`src/rtl/wind_pkg.sv`:
```
// Shared types and constants for the wind measurement scheduler.
package wind_pkg;

  localparam int unsigned SAMPLE_W = 12;
  localparam int unsigned SPEED_W  = 16;

  localparam logic signed [SPEED_W-1:0] SENTINEL = 16'sh8000;

  localparam logic AXIS_X = 1'b0;
  localparam logic AXIS_Y = 1'b1;

  typedef enum logic [2:0] {
    ST_IDLE   = 3'd0,
    ST_CLR_X  = 3'd1,
    ST_ACQ_X  = 3'd2,
    ST_WAIT_X = 3'd3,
    ST_CLR_Y  = 3'd4,
    ST_ACQ_Y  = 3'd5,
    ST_WAIT_Y = 3'd6,
    ST_DONE   = 3'd7
  } state_e;

  // Axis served by a given state (IDLE/DONE report X, which is harmless).
  function automatic logic state_axis(input state_e s);
    return (s == ST_CLR_Y || s == ST_ACQ_Y || s == ST_WAIT_Y) ? AXIS_Y : AXIS_X;
  endfunction

endpackage

```
`src/rtl/wind_strobe_gen.sv`:
```
// Free-running sample divider: stb_o is high for one cycle when the count is SAMPLE_DIV-1.
module wind_strobe_gen #(
  parameter int unsigned SAMPLE_DIV = 100
) (
  input  logic clock,
  input  logic reset,
  output logic stb_o
);

  localparam int unsigned CNT_W = $clog2(SAMPLE_DIV);

  logic [CNT_W-1:0] cnt_q, cnt_d;
  logic             stb_q, stb_d;

  // Wrap the count and pre-compute the strobe so it lines up with the last count.
  always_comb begin
    cnt_d = (cnt_q == CNT_W'(SAMPLE_DIV - 1)) ? '0 : cnt_q + CNT_W'(1);
    stb_d = (cnt_d == CNT_W'(SAMPLE_DIV - 1));
  end

  // Divider registers.
  always_ff @(posedge clock or negedge reset) begin
    if (!reset) begin
      cnt_q <= '0;
      stb_q <= 1'b0;
    end else begin
      cnt_q <= cnt_d;
      stb_q <= stb_d;
    end
  end

  assign stb_o = stb_q;

endmodule

```
`src/rtl/wind_meas_sched.sv`:
```
// Sequences one X+Y wind measurement over a shared datapath and publishes both speeds.
module wind_meas_sched
  import wind_pkg::*;
#(
  parameter int unsigned SAMPLE_DIV = 100,
  parameter int unsigned WINDOW     = 2000,
  parameter int unsigned BURST_LEN  = 8,
  parameter int unsigned TIMEOUT    = 4096,
  parameter int unsigned CLR_CYC    = 2
) (
  input  logic                clock,
  input  logic                reset,
  input  logic                start,
  input  logic                continuous,
  input  logic                abort,
  input  logic [SAMPLE_W-1:0] rx1,
  input  logic [SAMPLE_W-1:0] rx2,
  input  logic [SAMPLE_W-1:0] rx3,
  input  logic [SAMPLE_W-1:0] rx4,
  output logic [SAMPLE_W-1:0] dp_rx1,
  output logic [SAMPLE_W-1:0] dp_rx2,
  output logic                dp_endata,
  output logic                dp_reset,
  input  logic [SPEED_W-1:0]  dp_speed,
  input  logic                dp_valid,
  output logic                tx_x,
  output logic                tx_y,
  output logic [SPEED_W-1:0]  speed_x,
  output logic [SPEED_W-1:0]  speed_y,
  output logic                meas_valid,
  output logic [1:0]          err,
  output logic                busy
);

  localparam int unsigned WIN_W = $clog2(WINDOW + 1);
  localparam int unsigned TO_W  = $clog2(TIMEOUT + 1);
  localparam int unsigned CLR_W = $clog2(CLR_CYC + 2);

  state_e state_q, state_d;

  logic [CLR_W-1:0]    clr_cnt_q, clr_cnt_d;
  logic [WIN_W-1:0]    win_cnt_q, win_cnt_d;
  logic [TO_W-1:0]     wait_cnt_q, wait_cnt_d;
  logic                got_q, got_d;
  logic [SPEED_W-1:0]  shadow_x_q, shadow_x_d;
  logic [SPEED_W-1:0]  shadow_y_q, shadow_y_d;
  logic [1:0]          errp_q, errp_d;

  logic [SAMPLE_W-1:0] dp_rx1_q, dp_rx1_d;
  logic [SAMPLE_W-1:0] dp_rx2_q, dp_rx2_d;
  logic                dp_endata_q, dp_endata_d;
  logic                dp_reset_q, dp_reset_d;
  logic                tx_x_q, tx_x_d;
  logic                tx_y_q, tx_y_d;
  logic [SPEED_W-1:0]  speed_x_q, speed_x_d;
  logic [SPEED_W-1:0]  speed_y_q, speed_y_d;
  logic                meas_valid_q, meas_valid_d;
  logic [1:0]          err_q, err_d;
  logic                busy_q, busy_d;

  logic stb;
  logic in_clr, in_acq, in_wait, in_cap;
  logic clr_done, win_full, wait_last, wait_exit;
  logic axis;

  wind_strobe_gen #(
    .SAMPLE_DIV(SAMPLE_DIV)
  ) u_stb (
    .clock(clock),
    .reset(reset),
    .stb_o(stb)
  );

  assign in_clr    = (state_q == ST_CLR_X)  || (state_q == ST_CLR_Y);
  assign in_acq    = (state_q == ST_ACQ_X)  || (state_q == ST_ACQ_Y);
  assign in_wait   = (state_q == ST_WAIT_X) || (state_q == ST_WAIT_Y);
  assign in_cap    = in_acq || in_wait;
  assign axis      = state_axis(state_q);
  assign clr_done  = (clr_cnt_q >= CLR_W'(CLR_CYC));
  assign win_full  = (win_cnt_q == WIN_W'(WINDOW));
  assign wait_last = (wait_cnt_q == TO_W'(TIMEOUT - 1));
  assign wait_exit = got_q || dp_valid || wait_last;

  // State register.
  always_ff @(posedge clock or negedge reset) begin
    if (!reset) begin
      state_q <= ST_IDLE;
    end else begin
      state_q <= state_d;
    end
  end

  // Next-state logic; abort overrides every other transition.
  always_comb begin
    state_d = state_q;
    case (state_q)
      ST_IDLE:   if (start) state_d = ST_CLR_X;
      ST_CLR_X:  if (clr_done && stb) state_d = ST_ACQ_X;
      ST_ACQ_X:  if (win_full) state_d = ST_WAIT_X;
      ST_WAIT_X: if (wait_exit) state_d = ST_CLR_Y;
      ST_CLR_Y:  if (clr_done && stb) state_d = ST_ACQ_Y;
      ST_ACQ_Y:  if (win_full) state_d = ST_WAIT_Y;
      ST_WAIT_Y: if (wait_exit) state_d = ST_DONE;
      ST_DONE:   state_d = continuous ? ST_CLR_X : ST_IDLE;
      default:   state_d = ST_IDLE;
    endcase
    if (abort) state_d = ST_IDLE;
  end

  // Counters, capture shadows and registered outputs derived from the next state.
  always_comb begin
    logic sample;
    logic tx_win;
    logic enter;

    clr_cnt_d    = clr_cnt_q;
    win_cnt_d    = win_cnt_q;
    wait_cnt_d   = wait_cnt_q;
    got_d        = got_q;
    shadow_x_d   = shadow_x_q;
    shadow_y_d   = shadow_y_q;
    errp_d       = errp_q;
    dp_rx1_d     = dp_rx1_q;
    dp_rx2_d     = dp_rx2_q;
    speed_x_d    = speed_x_q;
    speed_y_d    = speed_y_q;
    err_d        = err_q;

    enter  = (state_d != state_q);
    sample = in_acq && stb && !win_full && !abort;

    // Clear-phase cycle counter, restarted on every CLR entry.
    if (enter && (state_d == ST_CLR_X || state_d == ST_CLR_Y)) begin
      clr_cnt_d = '0;
    end else if (in_clr && !clr_done) begin
      clr_cnt_d = clr_cnt_q + CLR_W'(1);
    end

    // Window strobe counter, saturating at WINDOW.
    if (enter && (state_d == ST_ACQ_X || state_d == ST_ACQ_Y)) begin
      win_cnt_d = '0;
    end else if (sample) begin
      win_cnt_d = win_cnt_q + WIN_W'(1);
    end

    // Cycles spent waiting for the datapath result.
    if (enter && (state_d == ST_WAIT_X || state_d == ST_WAIT_Y)) begin
      wait_cnt_d = '0;
    end else if (in_wait && !wait_last) begin
      wait_cnt_d = wait_cnt_q + TO_W'(1);
    end

    // Route the active axis pair into the datapath on each strobe.
    if (sample) begin
      dp_rx1_d = (axis == AXIS_X) ? rx2 : rx1;
      dp_rx2_d = (axis == AXIS_X) ? rx4 : rx3;
    end

    // Error bits describe the measurement in progress only.
    if (enter && state_d == ST_CLR_X) errp_d = '0;

    if (in_clr) got_d = 1'b0;

    // Capture the latest datapath result; on timeout substitute the sentinel.
    if (in_cap && dp_valid) begin
      got_d = 1'b1;
      if (axis == AXIS_X) shadow_x_d = dp_speed;
      else                shadow_y_d = dp_speed;
    end else if (in_wait && !got_q && wait_last && !abort) begin
      if (axis == AXIS_X) begin
        shadow_x_d = SENTINEL;
        errp_d[0]  = 1'b1;
      end else begin
        shadow_y_d = SENTINEL;
        errp_d[1]  = 1'b1;
      end
    end

    tx_win = (32'(win_cnt_d) < BURST_LEN) || (BURST_LEN >= WINDOW);

    busy_d       = (state_d != ST_IDLE);
    dp_reset_d   = (state_d == ST_CLR_X || state_d == ST_CLR_Y) &&
                   (clr_cnt_d < CLR_W'(CLR_CYC));
    dp_endata_d  = sample;
    tx_x_d       = (state_d == ST_ACQ_X) && tx_win;
    tx_y_d       = (state_d == ST_ACQ_Y) && tx_win;
    meas_valid_d = (state_d == ST_DONE);

    // Publish both axes together as DONE is entered.
    if (state_d == ST_DONE) begin
      speed_x_d = shadow_x_d;
      speed_y_d = shadow_y_d;
      err_d     = errp_d;
    end
  end

  // Datapath and output registers.
  always_ff @(posedge clock or negedge reset) begin
    if (!reset) begin
      clr_cnt_q    <= '0;
      win_cnt_q    <= '0;
      wait_cnt_q   <= '0;
      got_q        <= 1'b0;
      shadow_x_q   <= '0;
      shadow_y_q   <= '0;
      errp_q       <= '0;
      dp_rx1_q     <= '0;
      dp_rx2_q     <= '0;
      dp_endata_q  <= 1'b0;
      dp_reset_q   <= 1'b0;
      tx_x_q       <= 1'b0;
      tx_y_q       <= 1'b0;
      speed_x_q    <= '0;
      speed_y_q    <= '0;
      meas_valid_q <= 1'b0;
      err_q        <= '0;
      busy_q       <= 1'b0;
    end else begin
      clr_cnt_q    <= clr_cnt_d;
      win_cnt_q    <= win_cnt_d;
      wait_cnt_q   <= wait_cnt_d;
      got_q        <= got_d;
      shadow_x_q   <= shadow_x_d;
      shadow_y_q   <= shadow_y_d;
      errp_q       <= errp_d;
      dp_rx1_q     <= dp_rx1_d;
      dp_rx2_q     <= dp_rx2_d;
      dp_endata_q  <= dp_endata_d;
      dp_reset_q   <= dp_reset_d;
      tx_x_q       <= tx_x_d;
      tx_y_q       <= tx_y_d;
      speed_x_q    <= speed_x_d;
      speed_y_q    <= speed_y_d;
      meas_valid_q <= meas_valid_d;
      err_q        <= err_d;
      busy_q       <= busy_d;
    end
  end

  assign dp_rx1     = dp_rx1_q;
  assign dp_rx2     = dp_rx2_q;
  assign dp_endata  = dp_endata_q;
  assign dp_reset   = dp_reset_q;
  assign tx_x       = tx_x_q;
  assign tx_y       = tx_y_q;
  assign speed_x    = speed_x_q;
  assign speed_y    = speed_y_q;
  assign meas_valid = meas_valid_q;
  assign err        = err_q;
  assign busy       = busy_q;

endmodule

```
`config.mk`:
```
export PLATFORM = sky130hd
export DESIGN_NAME = wind_meas_sched
export DESIGN_NICKNAME = d
export VERILOG_FILES = /design/src/rtl/wind_pkg.sv /design/src/rtl/wind_strobe_gen.sv /design/src/rtl/wind_meas_sched.sv
export SDC_FILE = /design/constraint.sdc
export NUM_CORES = 1
export LEC_CHECK = 0
export BUFFER_PORTS_ARGS = -buffer_cell sky130_fd_sc_hd__buf_4
export CAP_MARGIN = 0
export CORE_ASPECT_RATIO = 0.7
export CORE_MARGIN = 2
export CORE_UTILIZATION = 55
export CTS_BUF_LIST = sky130_fd_sc_hd__clkbuf_8
export CTS_CLUSTER_DIAMETER = 40
export CTS_CLUSTER_SIZE = 40
export DETAILED_ROUTE_END_ITERATION = 10
export PLACE_DENSITY = 0.81
export SYNTH_ARGS = -nofsm -noshare
export SYNTH_HDL_FRONTEND = slang
export SYNTH_SLANG_ARGS = --single-unit
```
`constraint.sdc`:
```
create_clock -name clock -period 6.2 [get_ports clock]
set_input_delay 1.24 -clock clock [delete_from_list [all_inputs] [get_ports clock]]
set_output_delay 1.24 -clock clock [all_outputs]
set_load 0.01 [all_outputs]
```
* Word level (Yosys, flattened, before mapping)
Index checks and enable logic that the tools add are counted.
** Cells by class
- Add/subtract/negate cells :: 4
- Order comparisons :: 3
- Equal/unequal tests :: 19
- Multiplexer cells :: 35
- Reductions and logical operators :: 37
** Operator list (count)
- 16-bit 2-to-1 mux :: 8
- 13-bit 2-to-1 mux :: 2
- 3-bit == test, second input constant :: 8
- 12-bit 2-to-1 mux :: 2
- 3-bit 2-to-1 mux :: 8
- 3-bit one-hot mux with 8 select lines :: 1
- 11-bit 2-to-1 mux :: 2
- 1-bit logical AND :: 17
- 7-bit == test, second input constant :: 2
- 13-bit by 1-bit adder with 13-bit output, second input constant :: 1
- 13-bit by 12-bit == test with 1-bit output, second input constant :: 1
- 3-bit by 2-bit == test with 1-bit output, second input constant :: 4
- 11-bit by 1-bit adder with 11-bit output, second input constant :: 1
- 11-bit == test, second input constant :: 1
- 1-bit logical OR :: 11
- 11-bit by 4-bit < comparator with 1-bit output, second input constant :: 1
- 2-bit 2-to-1 mux :: 5
- 7-bit by 1-bit adder with 7-bit output, second input constant :: 1
- 7-bit 2-to-1 mux :: 1
- 3-bit by 1-bit == test with 1-bit output, second input constant :: 2
- 1-bit 2-to-1 mux :: 6
- 1-bit zero test :: 5
- 2-bit nonzero test :: 2
- 3-bit zero test :: 1
- 5 further kinds :: 5
** Word-level totals
- Flip-flop bits (word level) :: 136
- Input bits :: 70
- Word-level logic and storage cells :: 119

* Logic depth before layout (Yosys ltp)
Gate-level depths: netlist of run 1.
- Word-level depth :: 11
- Mapped depth :: 11

* Modules after synthesis
From an unflattened synthesis of run 1, not the netlist that was laid out.
** Second synthesis, totals
- Cells, all modules :: 550
- Area total of the unflattened synthesis :: 6418.7 µm²
** Modules (own cells, without submodules)
- wind_meas_sched :: instances 1, cells an instance 508, area an instance 5972.0 µm²
- wind_strobe_gen :: instances 1, cells an instance 42, area an instance 446.7 µm²

* Worst setup path after synthesis of run 1
No wires, ideal clock.
- Path type :: input to register
- From :: input port abort
- To :: register win_cnt_q[0]
- Arrival :: 2.750 ns
- Path slack :: 3.325 ns
- Stages on the path :: 9
- Cells stage by stage :: clkbuf_1 -> nand3b_1 -> or2_4 -> clkinv_4 -> a221oi_2 -> inv_1 -> nor3_1 -> buf_4 -> nor3_1
** Between the ends
- Cells in the longest elaborated chain, start to end :: 5
** RTL lines
- start: declaration :: RTL line wind_meas_sched.sv:15 : input logic abort,
- 3-bit 2-to-1 mux (*) :: RTL line wind_meas_sched.sv:107 : if (abort) state_d = ST_IDLE;
- named net state_d[0] :: RTL line wind_meas_sched.sv:39 : state_e state_q, state_d;
- 3-bit by 2-bit == test with 1-bit output / 3-bit == test (equally long branches) :: RTL line wind_meas_sched.sv:140 : if (enter && (state_d == ST_ACQ_X || state_d == ST_ACQ_Y)) begin
- 1-bit logical OR :: RTL line wind_meas_sched.sv:140
- 1-bit logical AND (*) :: RTL line wind_meas_sched.sv:140
- 11-bit 2-to-1 mux (*) :: RTL line wind_meas_sched.sv:140
- end signal: assignment :: RTL line wind_meas_sched.sv:220 : win_cnt_q <= win_cnt_d;
- end: declaration :: RTL line wind_meas_sched.sv:42 : logic [WIN_W-1:0] win_cnt_q, win_cnt_d;
The timed path passes the listed nets; every way through them passes the cells marked *.
A chain may end at the register's enable or synchronous reset.

* Worst setup path after layout of run 1
- From :: input port dp_valid
- To :: register win_cnt_q[5]
** Between the ends
- Cells in the longest elaborated chain, start to end :: 9
** RTL lines
- start: declaration :: RTL line wind_meas_sched.sv:25 : input logic dp_valid,
- 1-bit logical OR (*) (2 in a row) :: RTL line wind_meas_sched.sv:82 : assign wait_exit = got_q || dp_valid || wait_last;
- 3-bit 2-to-1 mux, on equally long branches :: RTL line wind_meas_sched.sv:103, wind_meas_sched.sv:100
- 3-bit one-hot mux with 8 select lines (*) :: RTL line wind_meas_sched.sv:96 : case (state_q)
- 3-bit 2-to-1 mux (*) :: RTL line wind_meas_sched.sv:107
- named net state_d[0] :: RTL line wind_meas_sched.sv:39
- 3-bit by 2-bit == test with 1-bit output / 3-bit == test (equally long branches) :: RTL line wind_meas_sched.sv:140
- 1-bit logical OR :: RTL line wind_meas_sched.sv:140
- 1-bit logical AND (*) :: RTL line wind_meas_sched.sv:140
- 11-bit 2-to-1 mux (*) :: RTL line wind_meas_sched.sv:140
- named net win_cnt_d[5] :: RTL line wind_meas_sched.sv:42
Marks and branches as above.

==> results of run 1 <==
## cells in the mapped netlist (2+ instances only)
cell type	n	area share
or3_1	4	0.0040
or2_2	2	0.0020
o221ai_1	2	0.0028
nor3_1	18	0.015
clkbuf_1	16	0.0097
xor2_1	14	0.020
buf_2	10	0.0081
ha_1	6	0.012
o41ai_1	2	0.0028
xnor2_1	15	0.021
nor2b_1	3	0.0030
mux2i_1	28	0.045
nand3_1	16	0.013
a31oi_1	2	0.0020
a22oi_1	2	0.0024
nand2b_1	4	0.0040
nor4_1	3	0.0030
nand4b_1	3	0.0042
o21ai_0	2	0.0016
inv_1	13	0.0079
a22o_1	31	0.044
nand2_1	71	0.043
nor3b_1	2	0.0024
a2111oi_0	2	0.0028
nor4_4	2	0.0069
o21bai_1	2	0.0024
dfrtp_1	136	0.55
nor2_1	53	0.032
nand3b_1	3	0.0036
and3_1	11	0.011
o2bb2ai_1	2	0.0028
and2_1	2	0.0020
buf_4	2	0.0024
nand4_1	4	0.0040
a21oi_1	37	0.030
mux2_2	16	0.029
## stage by stage
step | std cells | cell area, um2 | power (uW) | hold slack, ns
6_report | 860 | 7760 | 2320 | 0.491
5_1_grt | 860 | 7760 | 2420 | 0.516
4_1_cts | 860 | 7760 | 2330 | 0.494
3_5_place_dp | 828 | 7280 | 1470 | 0.475
3_3_place_gp | 828 | 7280 | 1450 | 0.462
2_1_floorplan | 568 | 6190 | 1330 | 0.439
## power groups by stage
| stage | clock [uW] | sequential [uW] | combinational [uW] |
|---|---|---|---|
| 2_1_floorplan | 0 | 1100 | 231 |
| 6_report | 857 | 1110 | 352 |
| 3_3_place_gp | 0 | 1120 | 331 |
| 4_1_cts | 867 | 1110 | 354 |
| 3_5_place_dp | 0 | 1120 | 349 |
| 5_1_grt | 909 | 1120 | 390 |
## tightest hold or removal path: stages, from the launching register on
cell	delay [ns]
dfrtp_1	0.34
nand2_1	0.06
nand2_1	0.06
## cells by family (layout without fill, tap and decap cells)
group | after synthesis | count (layout) | share of synthesized area
buf+inv | 44 | 183 | 0.0319
simple gates | 211 | 211 | 0.170
fa+ha+maj | 6 | 6 | 0.0121
mux | 44 | 44 | 0.0744
xor+xnor | 29 | 29 | 0.0410
compound gates | 98 | 98 | 0.121
flops | 136 | 136 | 0.550
## routing by layer
layer	wire length (um)	up-vias	part of all wire	global-route usage
li1	-	2257	-	-
met5	0	-	0	0
met4	337	0	0.024	0.103
met2	6590	182	0.47	0.364
met3	893	32	0.063	0.0641
met1	6270	2330	0.45	0.346
## layout by cell type, fill, tap and decap left out, types with 17 or more instances in the layout
cell type	n
nand2_1	71
mux2i_1	28
a22o_1	31
nor2_1	53
buf_4	137
a21oi_1	37
clkbuf_8	17
nor3_1	18
dfrtp_1	136
## final timing paths
check | start | to | slack (ns) | depth (start not counted)
max | dp_valid | win_cnt_q[5]$_DFF_PN0_ | 2.36 | 8
min | speed_y[2]$_DFFE_PN0P_ | speed_y[2]$_DFFE_PN0P_ | 0.49 | 2
max reg2reg | wait_cnt_q[0]$_DFFE_PN0P_ | win_cnt_q[5]$_DFF_PN0_ | 2.44 | 10
min reg2reg | speed_y[2]$_DFFE_PN0P_ | speed_y[2]$_DFFE_PN0P_ | 0.49 | 2
max in group asynchronous | reset | speed_x[1]$_DFFE_PN0P_ | 3.96 | 2
min in group asynchronous | reset | dp_rx1[11]$_DFFE_PN0P_ | 0.92 | 1
## sequential cells by signal, summed over array words and instances, names as in the netlist
register	flops
shadow_x_q	16
meas_valid	1
dp_endata	1
tx_x	1
errp_q	2
u_stb.stb_o	1
state_q	3
speed_y	16
busy	1
u_stb.cnt_q	7
clr_cnt_q	2
shadow_y_q	16
dp_reset	1
dp_rx1	12
dp_rx2	12
wait_cnt_q	13
err	2
got_q	1
tx_y	1
win_cnt_q	11
speed_x	16
## final cells by class
class	instances	area, um2	area share
inverters	14	57.6	0.00742
well taps	153	191	0.0247
repair buffers	137	1030	0.133
multi-input cells	388	2600	0.336
clock buffers	17	234	0.0302
clock inverters	15	240	0.0310
flip-flops and latches	136	3400	0.439
==> run_results.csv, run 1 <==
group,metric,value,unit
yosys,synth_warnings,0,
outcome,outcome,"completed",
setup_path,critical-path-top-cell-by-count,"nor3_1",
hold_path,timing.hold.worst.class,"flip-flop to flip-flop",
yosys,mappedNetlistArea,0.00619,mm2
floorplanning,die_x,131,um
floorplanning,core.rowCount,32,
cts,tritoncts,"done",
routing,avgRoutedWirePerCell,16.4,um
cts,clk-insertion-delay-late,0.45,ns
sta,number_of_setup_violations_in_the_final_report,0,
floorplanning,io_pins,134,
yosys,synth_sequential_area_ratio,0.550,
sta,rsz0062_at_grt,"no",
yosys,yosys_register_bits,136,
cts,cts_repair_resize_count,0,
setup_path,crit_chain,"buf_4 -> nor3_2 -> or2_4 -> clkinv_4 -> a221oi_2 -> inv_1 -> nor3_1 -> nor3_1",
yosys,syn_avg_cell_area,10.9,um2
sta,tns,0,ns
cts,path_clk_slew,0.08,ns
global_routing,grt_pass1_vias,4581,
floorplanning,die_area,0.0121,mm2
routing,drt_first_pass_iters,5,
global_routing,gr-usage-all-layers,0.246,
setup_path,worst-endpoint-required,6.47,ns
global_routing,gr-total-overflow,0,
sta,worst_pin_slew,1.23,ns
pwr,cellLeakagePower,0.00397,uW
yosys,synth-main-ff-cell,"dfrtp_1",
routing,drtAntennaViolNets,0,
routing,detail_route.wirelength,14100,um
sta,layout_setup_ws,2.36,ns
place,pre_cts_ws,1.86,ns
floorplanning,fp.dieH,92.8,um
global_routing,grt_max_degree,74,
layout,final.fill_count,798,
sta,maxClockFrequency,261,MHz
setup_path,critical_path_arrival,4.11,ns
layout,finish.net_count,770,
yosys,ys_types,63,
job,maxCapViolCount,0,
cts,tritoncts.num_buffers,17,
setup_path,critPathBufInv,3,
routing,num_vias,4801,
layout,finish.utilization,0.705,
place,dp_hpwl,9950,um
yosys,post_synth_inst_count,568,
pwr,power.density_cell_area,299,mW/mm2
pwr,combinationalPowerShare,0.152,
pwr,vdd.ir_drop.worst,0.158,mV
pwr,power.internal,1670,uW
setup_path,worst_path_dominant_cell_family,"simple AND/OR/NAND/NOR gates",
pwr,power_frac_clock,0.370,
sta,timing_hold_violations_final,0,
place,numPortBuffers,133,
cts,cts_num_sinks,136,
setup_path,crit_path_start_kind,"input pin",
sta,slew_headroom,0.174,
yosys,synth_edf_count,0,
global_routing,number_of_antenna_violations_at_the_first_check_in_global_routing,0,
sta,post-route-period-util,0.619,
sta,fin_worst_skew,0.00959,ns
routing,routed_via_density,5.58,
sta,drv_slew,0,
setup_path,timing.critical_path.slowest_stage_cell,"nor3_1",
layout,drive_above_1_share,0.287,
layout,layout-area-overhead-vs-synth,25.3,%
floorplanning,floorplan.core_area,0.0110,mm2
pwr,netSwitchingPower,643,uW
global_routing,grt_first_pass_wirelength,23000,um
routing,initialDrtViolationCount,327,
cts,clock_tree.root_cell,"clkbuf_8",
cts,cts-htree-levels,4,
setup_path,critPathMaxStageDelay,1.02,ns
cts,cts_hold_buf,0,
layout,insertedDiodeCount,0,
cts,max-clock-path-buffers,2,
sta,final_period_minus_worst_setup_slack,3.84,ns
place,gp_routability_congestion,0.932,
pwr,switching_share,0.277,
setup_path,worst-setup-path-type,"input pin to flip-flop",
yosys,synthesis.nets,644,
floorplanning,initial_utilization,0.562,
cts,post_cts_buffers,0,
routing,drt_drc,0,
pwr,sequential_power_share,0.479,
setup_path,endpoint_kind,"flip-flop",
yosys,synth_async_sr_flop_share,1.00,
setup_path,critical_path.max_fanout,35,
Power figures use the tool's default switching activity.
==> run 2: changes to the inputs <==
--- a/config.mk
+++ b/config.mk
@@ -9,12 +9,12 @@
 export CAP_MARGIN = 0
 export CORE_ASPECT_RATIO = 0.7
 export CORE_MARGIN = 2
-export CORE_UTILIZATION = 55
+export CORE_UTILIZATION = 51
 export CTS_BUF_LIST = sky130_fd_sc_hd__clkbuf_8
 export CTS_CLUSTER_DIAMETER = 40
 export CTS_CLUSTER_SIZE = 40
 export DETAILED_ROUTE_END_ITERATION = 10
-export PLACE_DENSITY = 0.81
+export PLACE_DENSITY = 0.79
 export SYNTH_ARGS = -nofsm -noshare
 export SYNTH_HDL_FRONTEND = slang
 export SYNTH_SLANG_ARGS = --single-unit
==> constraint.sdc (replaced) <==
create_clock -name clock -period 3.4 [get_ports clock]
set_input_delay 0.68 -clock clock [delete_from_list [all_inputs] [get_ports clock]]
set_output_delay 0.68 -clock clock [all_outputs]
set_load 0.01 [all_outputs]
==> run_results.csv, run 2 (synthesis gave the netlist of run 1 again) <==
group,metric,value,unit
place,gp_routability_congestion,0.860,
place,dp_hpwl,10600,um
hold_path,timing.hold.worst.class,"input pin to async pin",
setup_path,crit_path_start_kind,"flip-flop",
routing,drt_drc,0,
cts,path_clk_slew,0.09,ns
global_routing,grt_max_degree,57,
cts,post_cts_buffers,0,
global_routing,number_of_antenna_violations_at_the_first_check_in_global_routing,0,
pwr,vdd.ir_drop.worst,0.341,mV
floorplanning,initial_utilization,0.526,
global_routing,grt_first_pass_wirelength,24000,um
cts,cts_hold_buf,0,
setup_path,timing.rr.start,"state_q[1]$_DFF_PN0_",
sta,post-route-period-util,0.861,
pwr,cellLeakagePower,0.00402,uW
pwr,power_frac_clock,0.375,
pwr,sequential_power_share,0.471,
cts,clock_tree.root_cell,"clkbuf_8",
sta,number_of_setup_violations_in_the_final_report,0,
floorplanning,floorplan.core_area,0.0118,mm2
sta,tns,0,ns
global_routing,grt_pass1_vias,4773,
routing,num_vias,4861,
setup_path,worst-endpoint-required,3.67,ns
cts,tritoncts,"done",
routing,initialDrtViolationCount,391,
routing,routed_via_density,5.57,
layout,multi_input_area,0.00260,mm2
cts,tritoncts.num_buffers,17,
cts,cts_repair_resize_count,0,
global_routing,gr-total-overflow,0,
floorplanning,die_area,0.0131,mm2
sta,maxClockFrequency,341,MHz
sta,worst_pin_slew,0.804,ns
pwr,netSwitchingPower,1180,uW
cts,max-clock-path-buffers,2,
setup_path,critical_path_arrival,3.20,ns
floorplanning,core.rowCount,33,
cts,cts-htree-levels,4,
sta,slew_headroom,0.459,
cts,cts_num_sinks,136,
cts,clk-insertion-delay-late,0.44,ns
pwr,power.density_cell_area,549,mW/mm2
job,maxCapViolCount,0,
layout,insertedDiodeCount,0,
layout,area.sequential,0.00340,mm2
pwr,switching_share,0.275,
routing,drt_first_pass_iters,5,
sta,fin_worst_skew,0.0138,ns
floorplanning,io_pins,134,
routing,detail_route.wirelength,15000,um
sta,rsz0062_at_grt,"no",
layout,drive_above_1_share,0.295,
global_routing,gr-usage-all-layers,0.239,
sta,timing_hold_violations_final,0,
routing,avgRoutedWirePerCell,17.1,um
floorplanning,fp.dieH,96.2,um
pwr,power.internal,3120,uW
routing,drtAntennaViolNets,0,
pwr,combinationalPowerShare,0.154,
layout,layout-area-overhead-vs-synth,26.6,%
layout,most-common-layout-cells,"147 x buf_4, 136 x dfrtp_1, 71 x nand2_1",
layout,final.fill_count,877,
place,numPortBuffers,133,
outcome,outcome,"completed",
floorplanning,die_x,136,um
layout,finish.net_count,780,
setup_path,worst-setup-path-type,"flip-flop to flip-flop",
sta,worst_hold_slack,0.270,ns
setup_path,worst_setup_path_startpoint,"state_q[1]$_DFF_PN0_",
setup_path,critical_path.max_fanout,20,
layout,layout.cells.most_common,"buf_4",
sta,final_period_minus_worst_setup_slack,2.93,ns
sta,drv_slew,0,
setup_path,endpoint_kind,"flip-flop",
## run 2: changes by cell type in the layout (fill, tap and decap cells not counted)
cell / change
bufinv_16: +1
clkinvlp_4: +2
nor3b_2: -1
clkinv_4: -3
nor3b_1: +1
clkinv_2: +1
buf_4: +10
inv_6: -2
## run 2: final cells by class
class	count	area share
clock inverters	14	0.0314
multi-input cells	388	0.331
well taps	157	0.0251
repair buffers	147	0.141
flip-flops and latches	136	0.434
inverters	14	0.00734
clock buffers	17	0.0298
## run 2: through the flow
step,instances,util,worst slack [ns],cell area (um2),total power (uW)
floorplan,568,-,1.09,6190,2430
global placement,842,0.625,0.752,7360,2650
detailed placement,842,0.625,0.611,7360,2700
CTS,873,0.666,0.556,7840,4310
global route,873,0.666,0.164,7840,4490
finish,873,0.666,0.471,7840,4300
## run 2: path summary, 6_finish.rpt
| check | end | slack, ns | cells past startpoint |
|---|---|---|---|
| max in group asynchronous | shadow_y_q[3]$_DFF_PN0_ | 2.34 | 2 |
| min in group clock | speed_y[11]$_DFFE_PN0P_ | 0.49 | 2 |
| hold reg to reg | speed_y[11]$_DFFE_PN0P_ | 0.49 | 2 |
| setup / recovery | tx_x$_DFF_PN0_ | 0.47 | 6 |
| hold / removal | dp_rx1[10]$_DFFE_PN0P_ | 0.27 | 1 |
| setup reg to reg | tx_x$_DFF_PN0_ | 0.47 | 6 |
## run 2: per-layer routing
layer | GRT usage | vias to the layer above | share of wire
met4 | 0.0556 | 0 | 0.0079
met2 | 0.362 | 191 | 0.45
li1 | - | 2277 | -
met3 | 0.0695 | 11 | 0.074
met5 | 0 | - | 0
met1 | 0.342 | 2382 | 0.47
## run 2: critical path, stage by stage (launching register included)
cell	delay, ns
dfrtp_1	0.73
or3b_4	0.50
a2111oi_4	0.46
mux2i_1	0.22
and3_1	0.16
o221ai_1	0.14
a2111oi_0	0.54
## run 2: power groups by stage
stage | clock, uW | sequential (uW) | combinational, uW
detailed placement | 0 | 2050 | 646
floorplan | 0 | 2010 | 420
CTS | 1630 | 2020 | 659
global placement | 0 | 2030 | 618
finish | 1620 | 2030 | 661
global route | 1700 | 2050 | 733
